## config.mk

```make
export PLATFORM = sky130hd
export DESIGN_NAME = display_scan
export DESIGN_NICKNAME = d
export VERILOG_FILES = /design/src/rtl/display_pkg.sv /design/src/rtl/bin2bcd_seq.sv /design/src/rtl/display_scan.sv
export SDC_FILE = /design/constraint.sdc
export NUM_CORES = 1
export LEC_CHECK = 0
export ABC_AREA = 0
export CAP_MARGIN = 15
export CORE_ASPECT_RATIO = 1.5
export CORE_UTILIZATION = 55
export DETAILED_ROUTE_END_ITERATION = 7
export GPL_TIMING_DRIVEN = 1
export PLACE_DENSITY_LB_ADDON = 0.15
export SLEW_MARGIN = 20
export SYNTH_ARGS = -nofsm -noshare
export SYNTH_HDL_FRONTEND = slang
export SYNTH_SLANG_ARGS = --single-unit
```

## constraint.sdc

```tcl
create_clock -name clk -period 5.25 [get_ports clk]
set_input_delay 1.575 -clock clk [delete_from_list [all_inputs] [get_ports clk]]
set_output_delay 1.575 -clock clk [all_outputs]
set_load 0.03 [all_outputs]
```

## src/rtl/display_pkg.sv

```systemverilog
// Shared constants, converter state type and anode lookup for the
// display_scan block and its binary-to-BCD converter.
package display_pkg;

   localparam int NUM_DIGITS = 4;
   localparam int MAX_VALUE  = 9999;
   localparam int BCD_W      = 4;
   localparam int BCD_FLD_W  = NUM_DIGITS * BCD_W;

   typedef enum logic [1:0] {
      IDLE   = 2'd0,
      SHIFT  = 2'd1,
      COMMIT = 2'd2
   } conv_state_e;

   // One-cold active-low anode pattern indexed by digit select (entry 0 = LSD).
   localparam logic [NUM_DIGITS-1:0][3:0] AN_ONE_COLD = {4'b0111, 4'b1011, 4'b1101, 4'b1110};

   // Double-dabble correction: add 3 to every BCD nibble that is 5 or more.
   function automatic logic [BCD_FLD_W-1:0] bcd_adjust(input logic [BCD_FLD_W-1:0] i_bcd);
      logic [BCD_FLD_W-1:0] v_out;
      v_out = i_bcd;
      for (int i = 0; i < NUM_DIGITS; i++) begin
         if (i_bcd[i*BCD_W +: BCD_W] >= 4'd5)
            v_out[i*BCD_W +: BCD_W] = i_bcd[i*BCD_W +: BCD_W] + 4'd3;
      end
      return v_out;
   endfunction

endpackage

```

## src/rtl/bin2bcd_seq.sv

```systemverilog
// Sequential double-dabble converter. Clamps the input to 9999, converts
// over VAL_W shift cycles and commits all four BCD digits at once. A
// one-deep pending slot (latest strobe wins) lets back-to-back updates
// chain without dropping busy.
module bin2bcd_seq
   import display_pkg::*;
#(
   parameter int VAL_W = 14
) (
   input  logic                                   i_clk,
   input  logic                                   i_rst_n,
   input  logic [VAL_W-1:0]                       i_value,
   input  logic                                   i_valid,
   output logic                                   o_busy,
   output logic                                   o_ovf,
   output logic [NUM_DIGITS-1:0][BCD_W-1:0]       o_disp
);

   localparam int SR_W = BCD_FLD_W + VAL_W;
   localparam int IT_W = $clog2(VAL_W + 1);

   conv_state_e                       r_state;
   conv_state_e                       w_next;
   logic [SR_W-1:0]                   r_sr;
   logic [IT_W-1:0]                   r_iter;
   logic                              r_pend_v;
   logic [VAL_W-1:0]                  r_pend;
   logic                              r_pend_ovf;
   logic                              r_ovf;
   logic [NUM_DIGITS-1:0][BCD_W-1:0]  r_disp;

   logic                              w_in_ovf;
   logic [VAL_W-1:0]                  w_in_clamp;
   logic                              w_start;
   logic                              w_use_pend;
   logic [VAL_W-1:0]                  w_src_val;
   logic                              w_src_ovf;
   logic [SR_W-1:0]                   w_adj;

   assign w_in_ovf   = (32'(i_value) > 32'(MAX_VALUE));
   assign w_in_clamp = w_in_ovf ? VAL_W'(MAX_VALUE) : i_value;

   // A strobe arriving in COMMIT is newer than anything pending, so it wins.
   assign w_use_pend = (r_state == COMMIT) && !i_valid;
   assign w_src_val  = w_use_pend ? r_pend     : w_in_clamp;
   assign w_src_ovf  = w_use_pend ? r_pend_ovf : w_in_ovf;
   assign w_start    = ((r_state == IDLE) && i_valid) ||
                       ((r_state == COMMIT) && (i_valid || r_pend_v));

   assign w_adj = {bcd_adjust(r_sr[SR_W-1 -: BCD_FLD_W]), r_sr[VAL_W-1:0]};

   // State register.
   always_ff @(posedge i_clk) begin
      if (!i_rst_n) r_state <= IDLE;
      else          r_state <= w_next;
   end

   // Next-state logic.
   always_comb begin
      w_next = r_state;
      case (r_state)
         IDLE:    if (i_valid) w_next = SHIFT;
         SHIFT:   if (r_iter == IT_W'(VAL_W - 1)) w_next = COMMIT;
         COMMIT:  w_next = (i_valid || r_pend_v) ? SHIFT : IDLE;
         default: w_next = IDLE;
      endcase
   end

   // Outputs decoded from state: busy covers SHIFT and COMMIT.
   always_comb begin
      o_busy = (r_state != IDLE);
      o_ovf  = r_ovf;
      o_disp = r_disp;
   end

   // Shift register, iteration count, overflow flag and display commit.
   always_ff @(posedge i_clk) begin
      if (!i_rst_n) begin
         r_sr   <= '0;
         r_iter <= '0;
         r_ovf  <= 1'b0;
         r_disp <= '0;
      end else begin
         if (w_start) begin
            r_sr   <= {{BCD_FLD_W{1'b0}}, w_src_val};
            r_iter <= '0;
            r_ovf  <= w_src_ovf;
         end else if (r_state == SHIFT) begin
            r_sr   <= {w_adj[SR_W-2:0], 1'b0};
            r_iter <= r_iter + 1'b1;
         end
         if (r_state == COMMIT)
            r_disp <= r_sr[SR_W-1 -: BCD_FLD_W];
      end
   end

   // Pending slot: filled by strobes during SHIFT, drained in COMMIT.
   always_ff @(posedge i_clk) begin
      if (!i_rst_n) begin
         r_pend_v   <= 1'b0;
         r_pend     <= '0;
         r_pend_ovf <= 1'b0;
      end else if (i_valid && (r_state == SHIFT)) begin
         r_pend_v   <= 1'b1;
         r_pend     <= w_in_clamp;
         r_pend_ovf <= w_in_ovf;
      end else if (r_state == COMMIT) begin
         r_pend_v   <= 1'b0;
      end
   end

endmodule

```

## src/rtl/display_scan.sv

```systemverilog
// Four-digit multiplexed display feeder: binary value -> BCD via
// bin2bcd_seq, then one digit per refresh slot with a one-cold active-low
// anode. Optional macro BLANK_LEAD_EN darkens leading-zero positions
// (digit 0 is always lit).
module display_scan
   import display_pkg::*;
#(
   parameter int VAL_W       = 14,
   parameter int REFRESH_DIV = 100000
) (
   input  logic              clk,
   input  logic              rst_n,
   input  logic [VAL_W-1:0]  value,
   input  logic              value_valid,
   output logic              busy,
   output logic              ovf,
   output logic [3:0]        digit,
   output logic [3:0]        an_n
);

   localparam int PRE_W = (REFRESH_DIV > 2) ? $clog2(REFRESH_DIV) : 1;

   logic [NUM_DIGITS-1:0][BCD_W-1:0] w_disp;
   logic [PRE_W-1:0]                 r_pre;
   logic [1:0]                       r_sel;
   logic [3:0]                       r_digit;
   logic [3:0]                       r_an_n;
   logic [3:0]                       w_digit;
   logic [3:0]                       w_an_n;

   bin2bcd_seq #(.VAL_W(VAL_W)) u_conv (
      .i_clk   (clk),
      .i_rst_n (rst_n),
      .i_value (value),
      .i_valid (value_valid),
      .o_busy  (busy),
      .o_ovf   (ovf),
      .o_disp  (w_disp)
   );

   // Refresh prescaler; digit select advances on each terminal count.
   always_ff @(posedge clk) begin
      if (!rst_n) begin
         r_pre <= '0;
         r_sel <= 2'd0;
      end else if (r_pre == PRE_W'(REFRESH_DIV - 1)) begin
         r_pre <= '0;
         r_sel <= r_sel + 2'd1;
      end else begin
         r_pre <= r_pre + 1'b1;
      end
   end

`ifdef BLANK_LEAD_EN
   // Blank the slot when it and every more-significant digit are zero.
   always_comb begin
      logic v_upper_zero;
      v_upper_zero = 1'b1;
      w_digit      = w_disp[r_sel];
      w_an_n       = AN_ONE_COLD[r_sel];
      for (int i = NUM_DIGITS - 1; i > 0; i--) begin
         v_upper_zero = v_upper_zero && (w_disp[i] == 4'd0);
         if ((r_sel == 2'(i)) && v_upper_zero)
            w_an_n = 4'b1111;
      end
   end
`else
   // All four positions lit in turn.
   always_comb begin
      w_digit = w_disp[r_sel];
      w_an_n  = AN_ONE_COLD[r_sel];
   end
`endif

   // Register the decoder-facing outputs every cycle.
   always_ff @(posedge clk) begin
      if (!rst_n) begin
         r_digit <= 4'd0;
         r_an_n  <= 4'b1110;
      end else begin
         r_digit <= w_digit;
         r_an_n  <= w_an_n;
      end
   end

   assign digit = r_digit;
   assign an_n  = r_an_n;

endmodule

```

Yosys cells after proc, flatten, opt, wreduce, memory -nomap -nowiden
Index checks and enable logic that the tools add are counted.

operators by class
  bitwise logic cells = 1
  multiplexer cells = 19
  add/subtract/negate cells = 7
  magnitude comparators = 6
  reduce and logical (&&, ||, !) cells = 14
  equal/unequal tests = 6

operators with widths
  kind                     count
  $mux W14                 4
  $mux W4                  5
  $add A17 B1 Y17 const B  1
  $eq A17 B17 Y1 const B   1
  $bmux W4 S2              2
  $ge A4 B3 Y1 const B     4
  $gt A14 B14 Y1 const B   1
  $add A4 B2 Y4 const B    3
  $pmux W2 S3              1
  $reduce_bool A2 Y1       3
  $add A4 B1 Y4 const B    1
  $eq A4 B4 Y1 const B     1
  $logic_and A1 B1 Y1      4
  $mux W1                  4
  $mux W2                  2
  $reduce_or A2 Y1         2
  $add A3 B2 Y3 const B    1
  $lt A2 B3 Y1 const B     1
  $mux W3                  1
  $add A2 B1 Y2 const B    1
  $eq A2 B1 Y1 const B     1
  $eq A2 B2 Y1 const B     1
  $logic_not A2 Y1         1
  $logic_or A1 B1 Y1       2
  other kinds (5)          5

storage, ports and cells
  register bits = 96
  output and inout port bits = 10
  word-level logic and storage cells = 69
  input port bits = 17

Longest topological paths before layout
Gate-level depths: netlist (run 1).

  word-level depth = 4
  gate-level depth with buffers = 7
  depth with buffers taken out = 6

Modules after synthesis
From an unflattened synthesis (run 1), not the netlist that was laid out.

second synthesis, totals
  cells, all modules = 499
  area, all modules = 4,312.9 um2

modules (own cells, without submodules)
  module        instances  area each (um2)  cells an instance  seq. area each (um2)
  bin2bcd_seq   1          3,096.7          378                1,381.3
  display_scan  1          1,216.2          121                540.5

Worst setup path after synthesis (run 1)
OpenSTA, ideal clock, no wires.

  path kind = input to register
  start point = in value[7]
  end point = reg u_conv.r_sr[4]
  library setup time = 0.074 ns
  path buffers = 1
  slack = 2.372 ns
  required time = 5.176 ns
  arrival time = 2.803 ns
  stages on the path = 5
  cell sequence = or4_4 > a211oi_2 > buf_6 > nand3_1 > a31oi_1

on the way
  cells in the longest elaborated chain, start to end = 4

ends and longest elaborated chain
  item                    line                source
  start: declaration      display_scan.sv:13  input logic [VAL_W-1:0] value,
  $gt A14 B14 Y1          bin2bcd_seq.sv:40   assign w_in_ovf = (32'(i_value) > 32'(MAX_VALUE));
  $mux W14                bin2bcd_seq.sv:41   assign w_in_clamp = w_in_ovf ? VAL_W'(MAX_VALUE) : i_value;
  $mux W14                bin2bcd_seq.sv:45   assign w_src_val = w_use_pend ? r_pend : w_in_clamp;
  $mux W14                bin2bcd_seq.sv:84   if (w_start) begin
  end signal: assignment  bin2bcd_seq.sv:85   r_sr <= {{BCD_FLD_W{1'b0}}, w_src_val};
  end signal: assignment  bin2bcd_seq.sv:89   r_sr <= {w_adj[SR_W-2:0], 1'b0};
  end: declaration        bin2bcd_seq.sv:24   logic [SR_W-1:0] r_sr;

Every way passes these cells.
A chain may end at the register's enable or synchronous reset.

Worst setup path in the final report (run 1)
  start point = in value[6]
  end point = reg u_conv.r_sr[0]

The elaborated chain is that of the path after synthesis.

==> Flow_metrics.wiki, run 1 <==
{| class="wikitable"
! Metric !! Value
|-
| Final hold violation count || 0
|-
| Global-route wire length before repair || roughly 16000 um
|-
| Part of the cycle the worst path needs || 0.669
|-
| M1 WL || between 4000 and 5000 um
|-
| Ant. Diodes || 0
|-
| Buffers from clock root to sink, at most || 2
|-
| Vias in the first global route || 3494
|-
| DR WL met3 || around 270 um
|-
| Maximum clock frequency || roughly 280 MHz
|-
| Critical Setup Path Class || input port to register
|-
| Worst Setup End Kind || register
|-
| Die span in x || about 75 um
|-
| Post-synth design cell area || around 0.0044 mm^2
|-
| Sum Neg Setup Slack || 0 ns
|-
| Total setup violations reported at the end of the flow || 0
|-
| Type of the most critical hold path || register to register
|-
| Synthesized area divided by synthesized cell count || ~8.7 um^2
|-
| CTS tree || built
|-
| First-iteration detailed-routing DRC count || around 230
|-
| Root Buffer || clkbuf_16
|-
| Count of unresolved DRC violations after routing || 0
|-
| Pins over their slew limit || 0
|-
| Synth Instances || roughly 500
|-
| Count of hold buffers inserted by post-cts repair || 0
|-
| Synth Net Count || roughly 530
|-
| Critical path data arrival time || roughly 3.7 ns
|-
| Clock buffer count from CTS || 9
|-
| Post-synthesis register bit count || 96
|-
| Overall Global Routing Usage || 0.252
|-
| Initial antenna violation count || 0
|-
| Worst clock skew on the final layout || about 0.0066 ns
|-
| Sum of overflow across all layers after global routing || 0
|-
| Post-CTS Setup Bufs || 0
|-
| Highest routed metal layer || met4
|-
| Most used flip-flop cell after synthesis || dfxtp_1
|-
| Total wirelength of the detailed-routed design || 9660 um
|-
| Relative area change from synthesis to final layout || 14.4%
|-
| Transition time of the tightest slew-check pin || 0.878 ns
|-
| Routed wire length on met2 || just over 5000 um
|-
| Placeable Area || between 0.007 and 0.008 mm^2
|-
| Setup repair after global routing missed its margin || false
|-
| Number of routed nets with antenna violations || 0
|-
| Die outline area || just over 0.008 mm^2
|-
| GPL Wtd Cong || just under 0.8
|-
| Final worst path period need || 3.51 ns
|-
| Result of the run || finished clean
|-
| CTS H-tree lvls || 3
|-
| Count of buffers from port buffering || 26
|-
| Final Net Count || 544
|-
| Synthesis Warnings || 0
|-
| Vertical die dimension || approximately 110 um
|-
| Final Power || between 1.5 and 2 mW
|-
| VDD IR max || 0.196 mV
|-
| Post-DP HPWL || between 6000 and 7000 um
|-
| Startpoint class of the critical path || input port
|-
| Mean routed wirelength per cell || approximately 16 um
|-
| Cells resized by post-CTS repair || 0
|-
| Crit path max fanout || 12
|-
| Clock latency of the later-clocked register in the worst-skew pair || ~0.34 ns
|-
| Starting utilization of the core area || 0.568
|-
| Total number of placement rows || 39
|-
| Share of layout cells above drive strength 1 || 0.0680
|-
| Max_cap viols || 0
|-
| Required arrival time at the worst endpoint || 5.44 ns
|-
| Clock slew at reported path FFs || about 0.06 ns
|-
| Leak || between 1.5 and 2 nW
|-
| Vias || 3576
|-
| Number of placed I/O pins || 27
|-
| Part of the Yosys area used for sequential elements || 0.441
|-
| Distinct cell type count after synthesis || between 50 and 60
|-
| Power per standard cell area || ~330 mW/mm^2
|-
| Maximum number of pins on one net before global-route repair || 46
|-
| Per-cell via count in the routed design || a little under 6
|-
| Count of flip-flops with a built-in enable after synthesis || 0
|-
| Number of iterations in the first detailed-routing pass || 5
|-
| Num Clock Sinks || 96
|-
| Slew HR || 0.414
|-
| Ys async rst share || 0
|}
==> critical path, stage by stage <==
cell	delay (ns)
clkdlybuf4s50_1	0.45
or4_4	0.58
a211oi_2	0.78
nor2b_1	0.22
o32ai_1	0.09
==> stage by stage <==
stage          worst slack, ns  cell area [um^2]  instances  hold slack (ns)  utilization
2_1_floorplan             2.37              4350        502            0.430            -
3_3_place_gp              1.48              4640        603            0.442        0.605
3_5_place_dp              1.44              4640        603            0.449        0.605
4_1_cts                   1.76              4980        617            0.464        0.650
5_1_grt                   1.66              4980        617            0.483        0.650
6_report                  1.74              4980        617            0.462        0.650
==> cells by family after synthesis <==
kind of cell	Yosys count	share of synthesized area
XOR/XNOR	21	0.0422
buffers and inverters	47	0.0440
AND/OR/NAND/NOR	206	0.231
adder cells (fa/ha/maj)	15	0.0431
flip-flops	96	0.441
AO/OA/AOI/OAI	109	0.167
multiplexers	8	0.0307
==> where the power goes <==
part           internal, mW  switching (mW)  total (mW)
logic                0.0447          0.0685       0.113
registers             0.749          0.0167       0.766
clock network         0.486           0.266       0.752
==> cell type report <==
| class | count | area (um^2) |
|---|---|---|
| repair buffers | 29 | 283 |
| flip-flops and latches | 96 | 1920 |
| multi-input cells | 359 | 2240 |
| clock inverters | 3 | 90.1 |
| fillers | 647 | 2680 |
| clock buffers | 11 | 253 |
| well taps | 102 | 128 |
| inverters | 17 | 63.8 |
==> cells in the mapped netlist (all sizes together) (3+ instances only) <==
library cell	instances	area, um^2
a21boi	23	173
nor3	6	30.0
o21ai	27	135
clkbuf	24	91.3
a31oi	11	68.8
xor2	8	70.1
a211oi	5	55.1
xnor2	13	114
a22oi	6	45.0
nor2	38	145
o221ai	6	52.6
nor4	4	25.0
a21oi	20	100
ha	15	188
and2	6	37.5
nand4	6	43.8
nand3	29	150
mux2	3	33.8
nor2b	11	68.8
nand2b	7	43.8
buf	6	36.3
inv	17	63.8
nand2	73	274
or3	12	75.1
a311oi	5	43.8
mux4	4	90.1
dfxtp	96	1920
==> state kept, by name, summed over array words and instances (netlist names), 2 cells and up <==
register / count
an_n: 4
digit: 4
r_pre: 17
r_sel: 2
u_conv.o_disp: 16
u_conv.r_iter: 4
u_conv.r_pend: 14
u_conv.r_sr: 30
u_conv.r_state: 2
==> cell usage in the layout, fill, tap and decap left out, types with 3 or more instances in the layout <==
cell / n
a31oi_1: 11
nand4_1: 5
a311oi_1: 5
dfxtp_1: 96
clkbuf_16: 9
o221ai_1: 6
xnor2_1: 13
o21ai_0: 26
nor3_1: 6
a22oi_1: 6
ha_1: 15
nor4_1: 4
a211oi_1: 3
nand2b_1: 7
xor2_1: 8
and2_1: 6
bufinv_16: 3
a21oi_1: 20
clkdlybuf4s50_1: 26
a21boi_0: 21
mux4_2: 4
or3_1: 12
nor2_1: 37
nor2b_1: 10
nand3_1: 28
mux2_2: 3
buf_4: 3
inv_1: 17
nand2_1: 73
==> path summary, 6_finish.rpt <==
kind                     start        endpoint  slack [ns]  cells past startpoint
max                   value[6]  u_conv.r_sr[0]        1.74                      5
max reg2reg  u_conv.r_state[1]  u_conv.r_sr[0]        3.19                      4
min                   r_pre[0]        r_pre[0]        0.46                      1
min reg2reg           r_pre[0]        r_pre[0]        0.46                      1
==> layer usage <==
metal | global-route usage | vias up
met5 | 0 | -
met4 | 0.114 | 0
met1 | 0.287 | 1710
li1 | - | 1773
met2 | 0.447 | 78
met3 | 0.0336 | 15
No activity file was read; power rests on OpenSTA's default activity.
==> inputs of run 2 (changes only) <==
clock period = 3.6 ns   (was 5.25 ns; I/O delays follow)
==> Flow_metrics.wiki, run 2 (synthesis gave the netlist of run 1 again) <==
{| class="wikitable"
! Metric !! Value
|-
| Startpoint class of the critical path || input port
|-
| Total wirelength of the detailed-routed design || 9540 um (-1.3%)
|-
| Clock slew at reported path FFs || 0.06 ns (about the same)
|-
| Critical Setup Path Class || input port to register
|-
| Type of the most critical hold path || register to register
|-
| Required arrival time at the worst endpoint || 3.81 ns (-1.63 ns)
|-
| Count of hold buffers inserted by post-cts repair || 0 (unchanged)
|-
| Placeable Area || 0.00766 mm^2 (unchanged)
|-
| Most frequent standard cell in the layout excluding fill and tap cells || dfxtp_1
|-
| Power per standard cell area || 451 mW/mm^2 (+38%)
|-
| Share of layout cells above drive strength 1 || 0.0838 (+0.0158)
|-
| Setup slack at placement || 0.460 ns (-0.984 ns)
|-
| Beginning of the worst hold path || u_conv.r_pend[12]
|-
| Relative area change from synthesis to final layout || 15.0%
|-
| Die outline area || 0.00828 mm^2 (unchanged)
|-
| Area after DPL || 0.00470 mm^2 (+1.3%)
|-
| CTS H-tree lvls || 3 (unchanged)
|-
| First element of the critical path || value[7]
|-
| Number of routed nets with antenna violations || 0 (unchanged)
|-
| VDD IR max || 0.265 mV (+35%)
|-
| GPL Wtd Cong || 0.792 (-0.14%)
|-
| Clock latency of the later-clocked register in the worst-skew pair || 0.34 ns (about the same)
|-
| Number of flip-flops in the largest register || 30 (unchanged)
|-
| Root Buffer || clkbuf_16
|-
| First-iteration detailed-routing DRC count || 207 (-9.2%)
|-
| Critical path data arrival time || 3.06 ns (-0.64 ns)
|-
| Initial antenna violation count || 0 (unchanged)
|-
| Clock buffer count from CTS || 9 (unchanged)
|-
| Part of the cycle the worst path needs || 0.790
|-
| Mean routed wirelength per cell || 15.2 um (-2.9%)
|-
| Maximum number of pins on one net before global-route repair || 38 (-17%)
|-
| Cells resized by post-CTS repair || 0 (unchanged)
|-
| Slew HR || 0.540 (+0.126)
|-
| Count of unresolved DRC violations after routing || 0 (unchanged)
|-
| Crit path max fanout || 8 (-4)
|-
| Sum Neg Setup Slack || 0 ns (unchanged)
|-
| Layout filler cell count || 658 (+1.7%)
|-
| Ant. Diodes || 0 (unchanged)
|-
| Num Clock Sinks || 96 (unchanged)
|-
| Maximum clock frequency || 352 MHz
|-
| Post-CTS Setup Bufs || 0 (unchanged)
|-
| Post-DP HPWL || 6570 um (+0.11%)
|-
| Per-cell via count in the routed design || 5.69 (-1.8%)
|-
| Worst Setup End Kind || register
|-
| Transition time of the tightest slew-check pin || 0.686 ns (-0.192 ns)
|-
| Slack of the critical path || 0.756 ns (-0.981 ns)
|-
| Final worst path period need || 2.84 ns
|-
| Count of buffers from port buffering || 26 (unchanged)
|-
| Buffers from clock root to sink, at most || 2 (unchanged)
|-
| Largest register by flop count || u_conv.r_sr
|-
| Total number of placement rows || 39 (unchanged)
|-
| Global-route wire length before repair || 16100 um (+0.13%)
|-
| Startpoint of the worst register-to-register path || u_conv.r_state[0]
|-
| Vias in the first global route || 3452 (-1.2%)
|-
| Overall Global Routing Usage || 0.252 (about the same)
|-
| CTS tree || built
|-
| Most frequent cells in the layout || dfxtp_1 (96), nand2_1 (73), nor2_1 (37)
|-
| Number of placed I/O pins || 27 (unchanged)
|-
| Starting utilization of the core area || 0.568 (unchanged)
|-
| Pins over their slew limit || 0 (unchanged)
|-
| Worst clock skew on the final layout || 0.00912 ns (+0.00254 ns)
|-
| Final hold violation count || 0 (unchanged)
|-
| Total setup violations reported at the end of the flow || 0 (unchanged)
|-
| Sum of overflow across all layers after global routing || 0 (unchanged)
|-
| Final Net Count || 552 (+1.5%)
|-
| Die span in x || 74.7 um (unchanged)
|-
| Number of iterations in the first detailed-routing pass || 5 (unchanged)
|-
| Max_cap viols || 0 (unchanged)
|-
| Vertical die dimension || 111 um (unchanged)
|-
| Setup repair after global routing missed its margin || false
|-
| Result of the run || finished clean
|-
| Leak || 1.71 nW (+1.1%)
|-
| Post-route standard cell area excluding fillers || 0.00501 mm^2 (+0.48%)
|-
| Vias || 3570 (-0.17%)
|}
## run 2: changes by cell type in the layout (fill, tap and decap cells not counted), sizes merged
cell / delta
clkinvlp: +1
inv: +2
clkinv: +1
bufinv: -2
buf: +8
## run 2: layout make-up
cell class / count / area, um^2 / area share
clock buffers: 11 / 243 / 0.0485
clock inverters: 5 / 63.8 / 0.0127
inverters: 17 / 63.8 / 0.0127
multi-input cells: 359 / 2240 / 0.448
flip-flops and latches: 96 / 1920 / 0.384
well taps: 102 / 128 / 0.0255
repair buffers: 37 / 343 / 0.0685
## run 2: worst max-delay path: stages
cell and delay [ns]:
clkdlybuf4s50_1 0.45, or4_4 0.60, a211oi_2 0.58, buf_4 0.25, a311oi_1 0.09
## run 2: metal layers
| layer | share of wire | up-vias | routed length, um | global-route usage |
|---|---|---|---|---|
| li1 | - | 1786 | - | - |
| met4 | 0.019 | 0 | 177 | 0.102 |
| met5 | 0 | - | 0 | 0 |
| met1 | 0.43 | 1711 | 4090 | 0.301 |
| met3 | 0.025 | 13 | 238 | 0.0509 |
| met2 | 0.53 | 60 | 5030 | 0.426 |
## run 2: path summary, 6_finish.rpt
check	endpoint	cells after the start	slack, ns
worst max register to register	u_conv.r_sr[2]	5	1.52
worst min register to register	u_conv.r_pend[12]	2	0.46
worst max-delay path	u_conv.r_sr[2]	5	0.76
worst min-delay path	u_conv.r_pend[12]	2	0.46
## run 2: power by group
| part | switching, mW | internal, mW |
|---|---|---|
| Clock | 0.405 | 0.564 |
| Sequential | 0.0253 | 1.09 |
| Combinational | 0.0997 | 0.0709 |
## run 2: per-stage QoR
stage | utilization | total power [mW] | hold slack [ns] | std cells
after global routing | 0.653 | 2.34 | 0.490 | 627
after global placement | 0.613 | 1.30 | 0.447 | 611
after CTS | 0.653 | 2.28 | 0.467 | 627
after detailed placement | 0.613 | 1.31 | 0.457 | 611
final | 0.653 | 2.26 | 0.462 | 627
after floorplan | - | 1.25 | 0.430 | 502
